[config.mk]
export PLATFORM = sky130hd
export DESIGN_NAME = mux_n_to_1_rr
export DESIGN_NICKNAME = d
export VERILOG_FILES = /design/src/rtl/mux_n_to_1_rr.sv
export SDC_FILE = /design/constraint.sdc
export NUM_CORES = 1
export LEC_CHECK = 0
export CAP_MARGIN = 10
export CORE_ASPECT_RATIO = 0.75
export CORE_MARGIN = 3
export CORE_UTILIZATION = 45
export CTS_BUF_LIST = sky130_fd_sc_hd__clkbuf_4 sky130_fd_sc_hd__clkbuf_8
export DETAILED_ROUTE_END_ITERATION = 10
export DONT_BUFFER_PORTS = 1
export GPL_TIMING_DRIVEN = 0
export RECOVER_POWER = 25
export SLEW_MARGIN = 10
export SYNTH_ARGS = -nofsm -noshare
export SYNTH_HDL_FRONTEND = slang
export SYNTH_SLANG_ARGS = --single-unit
[constraint.sdc]
create_clock -name clk -period 4.7 [get_ports clk]
set_input_delay 0.705 -clock clk [delete_from_list [all_inputs] [get_ports clk]]
set_output_delay 0.705 -clock clk [all_outputs]
set_load 0.05 [all_outputs]
[src/rtl/mux_n_to_1_rr.sv]
// rtl/mux_n_to_1_rr.sv - N-to-1 registered mux with explicit-select and round-robin grant
// One-entry output register; a channel is accepted only when the register is empty or draining.
module mux_n_to_1_rr #(
  parameter int N  = 4,
  parameter int W  = 8,
  parameter int SW = 2
) (
  input  logic           clk,
  input  logic           rst,
  input  logic [N*W-1:0] D,
  input  logic [N-1:0]   D_valid,
  output logic [N-1:0]   D_ready,
  input  logic [SW-1:0]  S,
  input  logic           mode,
  output logic [W-1:0]   Y,
  output logic           Y_valid,
  input  logic           Y_ready,
  output logic [SW-1:0]  Y_src
);

  logic [W-1:0]   y_q, y_d;
  logic           y_valid_q, y_valid_d;
  logic [SW-1:0]  y_src_q, y_src_d;
  logic [SW-1:0]  ptr_q, ptr_d;

  logic           load;
  logic           grant_valid;
  logic [SW-1:0]  grant_idx;
  logic [W-1:0]   grant_data;
  logic [2*N-1:0] valid_dup;
  logic [N-1:0]   valid_rot;
  logic [SW:0]    rr_sum;

  assign load      = !y_valid_q || Y_ready;
  assign valid_dup = {D_valid, D_valid};

  // Round-robin: rotate valids so bit 0 is channel ptr, pick the lowest set bit,
  // then map the offset back to an absolute channel index modulo N.
  always_comb begin
    grant_valid = 1'b0;
    grant_idx   = '0;
    rr_sum      = '0;
    valid_rot   = valid_dup[ptr_q +: N];
    if (!mode) begin
      for (int i = 0; i < N; i++) begin
        if (S == SW'(i) && D_valid[i]) begin
          grant_valid = 1'b1;
          grant_idx   = SW'(i);
        end
      end
    end else begin
      for (int k = N - 1; k >= 0; k--) begin
        if (valid_rot[k]) begin
          grant_valid = 1'b1;
          rr_sum      = {1'b0, ptr_q} + (SW+1)'(k);
        end
      end
      if (rr_sum >= (SW+1)'(N)) rr_sum = rr_sum - (SW+1)'(N);
      grant_idx = rr_sum[SW-1:0];
    end
  end

  always_comb begin
    grant_data = '0;
    D_ready    = '0;
    for (int i = 0; i < N; i++) begin
      if (grant_idx == SW'(i)) begin
        grant_data = D[i*W +: W];
        D_ready[i] = !rst && load && grant_valid;
      end
    end
  end

  always_comb begin
    y_d       = y_q;
    y_valid_d = y_valid_q;
    y_src_d   = y_src_q;
    ptr_d     = ptr_q;
    if (load) begin
      if (grant_valid) begin
        y_d       = grant_data;
        y_src_d   = grant_idx;
        y_valid_d = 1'b1;
        ptr_d     = (grant_idx == SW'(N - 1)) ? '0 : grant_idx + 1'b1;
      end else begin
        y_valid_d = 1'b0;
      end
    end
  end

  always_ff @(posedge clk) begin
    if (rst) begin
      y_q       <= '0;
      y_valid_q <= 1'b0;
      y_src_q   <= '0;
      ptr_q     <= '0;
    end else begin
      y_q       <= y_d;
      y_valid_q <= y_valid_d;
      y_src_q   <= y_src_d;
      ptr_q     <= ptr_d;
    end
  end

  assign Y       = y_q;
  assign Y_valid = y_valid_q;
  assign Y_src   = y_src_q;

endmodule

==> results.md <==
* Non-filler cells, final at 167
* CP most frequent cell: clkbuf_1
* ANT cells at 0
* Iter 0 DRT Violations at 35
* Top cell type's share of synthesized area at a little under a quarter
* Place WS at 847 ps
* Die Footprint at 3080 µm²
* Top_reg_cell synth: dfxtp_1
* DRT Pass-1 Iters at 4
* Seq/Total Area, Yosys at 23.7%
* Core footprint at ~2200 µm²
* Post-DP HPWL at between 2000 and 2500 µm
* Achievable Freq at approximately 250 MHz
* Post-synth ARST share at 0%
* Maximum VDD drop at approximately 0.18 mV
* Cell Area, Placed at 1140 µm²
* Setup Fix Bufs, Post-CTS at 0
* Syn nets at about 180
* Total grt overflow at 0
* Min-Delay Endpoint: Y[0]
* Tmin final at around 4000 ps
* Reg2reg path depth at 11
* DRT Wirelength at 2840 µm
* Fin Setup TNS at 0 ps
* # setup viols final at 0
* Netlist cell types at 40
* Worst-case clock buffer depth at 2
* Synth Warn # at 0
* Post-Synthesis Cells at about 130
* Total CTS buffers at 3
* Vias in the first global route at ~970
* Tcrit/Tclk final at 84.3%
* Mapped cell area at ~1100 µm²
* MaxCap Viol Count at 0
* Ports at 57
* EDFF count, synth at 0
* CP cell instances: buf_4 > o21ba_1 > a2111o_1 > a31oi_1 > ha_1 > clkbuf_1 > clkbuf_1 > and2_1
* Synth cell count leaders: 14 x nor2_1, 13 x dfxtp_1, 9 x nor2b_1, 9 x nor3_1
* First-pass GRT wire length at 4750 µm
* Slew HR at around 50%
* Critical path data arrival time at 3260 ps
* Post-layout nets at 182
* Dpl cells at roughly 160
* Die Wd at 63.1 µm
* Via Count at ~1,000
* Most common cell in the netlist: nor2_1
* Endpoint class of the critical path: primary output
* Final Max Slew Viols at 0
* Initial core utilization at approximately half
* Slew @ Worst Pin at 729 ps
* Post_cts resized at 0
* Post-synthesis average cell area at between 8 and 9 µm²
* Final Hold Fails at 0
* R2R Path End: Y[2]
* Worst R2R Start: ptr_q[0]
* Largest net degree at the start of global routing at 11
* TritonCTS sink count at 13
* Worst min path class: in2reg
* Share of layout cells above drive strength 1 at 19.3%
* Synth Register Bits at 13
* Hold depth at 1
* Cell Pwr Density at roughly 360 nW/µm²
* Detail Route Antenna Nets at 0
* DRC at 0
* Final Wtd Congestion at approximately 0.83
* Worst reg-to-reg setup slack at 1750 ps
* Max FO, Critical Path at 10
* P_leak at 0.427 nW
* CP Class: reg2out
* Root buffer cell: clkbuf_4
* WP data required at between 3000 and 4000 ps
* Clock Latency Late Sink at roughly 280 ps
* Final worst slack at approximately 740 ps
* H-tree Lvls at 1
* Worst path max stage delay at between 500 and 600 ps
* Cell area after layout at roughly 1200 µm²
* Final Skew at between 7 and 8 ps
* Row cnt at 14
* Hold slack at 476 ps
* Worst Hold Launch: rst
* Outcome: finished, final reports clean
* TritonCTS clock tree: yes
* IO Port Bufs at 0
* Antenna violations before repair at 0
* GRT Resource Usage Total at 19.6%
* RSZ-0062 raised after global routing: false
* Area grow syn2layout at 5.47%
* Critical path's slowest cell: and2_1
* Routed WL per cell at roughly 17 µm
* DR vias/cell at 5.93
* Main area contributors after synthesis: dfxtp_1 24%, a211oi_2 9.1%, nor3_2 6.4%
* Die height at between 40 and 50 µm
* Startpoint Class: register
* Hold-fix buffers, CTS at 0
* CTS clk-pin slew, worst paths at approximately 80 ps
* Post-synth top area cell: dfxtp_1
[final cells by class]
cell class	count	area [µm²]
multi-input cells	106	764
clock buffers	4	30.0
fillers	222	996
inverters	4	15.0
well taps	32	40.0
flip-flops and latches	13	260
plain buffers	8	48.8
[power breakdown]
| part | total, W | switching, W | internal, W |
|---|---|---|---|
| sequential | 0.000183 | 0.0000575 | 0.000126 |
| clock | 0.0000773 | 0.0000385 | 0.0000387 |
| combinational | 0.000159 | 0.0000935 | 0.0000652 |
[routing by layer]
metal	GRT usage, %	up-vias	wire length [µm]
met5	0	-	0
met4	3.30	0	10
met3	7.14	2	211
met2	25.9	39	1160
met1	29.9	455	1460
li1	-	494	-
[how the worst max path moves through the flow]
| stage | startpoint | to | slack [ps] | cells past startpoint |
|---|---|---|---|---|
| finish | ptr_q[0] | D_ready[3] | 740 | 8 |
| global route | ptr_q[0] | D_ready[3] | 490 | 8 |
| CTS | ptr_q[0] | D_ready[3] | 750 | 8 |
| detailed placement | D_valid[0] | D_ready[3] | 850 | 7 |
| global placement | D_valid[0] | D_ready[3] | 880 | 7 |
| floorplan | D_valid[0] | D_ready[3] | 1180 | 7 |
[cells in the final DEF, fill, tap and decap left out, types with 2 or more instances in the layout]
| cell | Yosys | routed |
|---|---|---|
| nor2_1 | 14 | 14 |
| dfxtp_1 | 13 | 13 |
| nor3_1 | 9 | 9 |
| nor2b_1 | 9 | 9 |
| a21oi_1 | 7 | 8 |
| nand2_1 | 8 | 8 |
| a221oi_1 | 7 | 8 |
| a211oi_2 | 8 | 8 |
| nor3_2 | 7 | 7 |
| clkbuf_1 | 5 | 5 |
| inv_1 | 4 | 4 |
| and2_1 | 4 | 4 |
| ha_1 | 4 | 4 |
| clkbuf_4 | 0 | 4 |
| nand3_1 | 2 | 2 |
| mux2_2 | 2 | 2 |
| o211a_1 | 2 | 2 |
| a31oi_1 | 2 | 2 |
| buf_6 | 2 | 2 |
[sequential cells by signal (all words and copies together) (netlist names)]
name     cells
Y_valid      1
ptr_q        2
Y            8
Y_src        2
[through the flow]
step | utilization [%] | power [W]
2_1_floorplan | - | 0.000315
3_3_place_gp | 52.8 | 0.000339
3_5_place_dp | 52.8 | 0.000344
4_1_cts | 54.2 | 0.000423
5_1_grt | 53.8 | 0.000451
6_report | 53.8 | 0.000419
[cells by family (layout without fill, tap and decap cells)]
kind of cell / after synthesis / after routing / synth area share, %
buffers and inverters: 12 / 16 / 5.81
adders and majority gates: 4 / 4 / 4.56
and+or+nand+nor: 62 / 62 / 33.5
muxes: 3 / 3 / 2.96
AOI/OAI and AO/OA: 37 / 37 / 29.5
DFF: 13 / 13 / 23.7
[worst max-delay path: cells and delay by family, from the launching register on]
family / cells / cell delay [ps]
and+or+nand+nor: 1 / 540
adders and majority gates: 1 / 220
DFF: 1 / 340
buffers and inverters: 3 / 920
AOI/OAI and AO/OA: 3 / 950
Power figures use the tool's default switching activity.
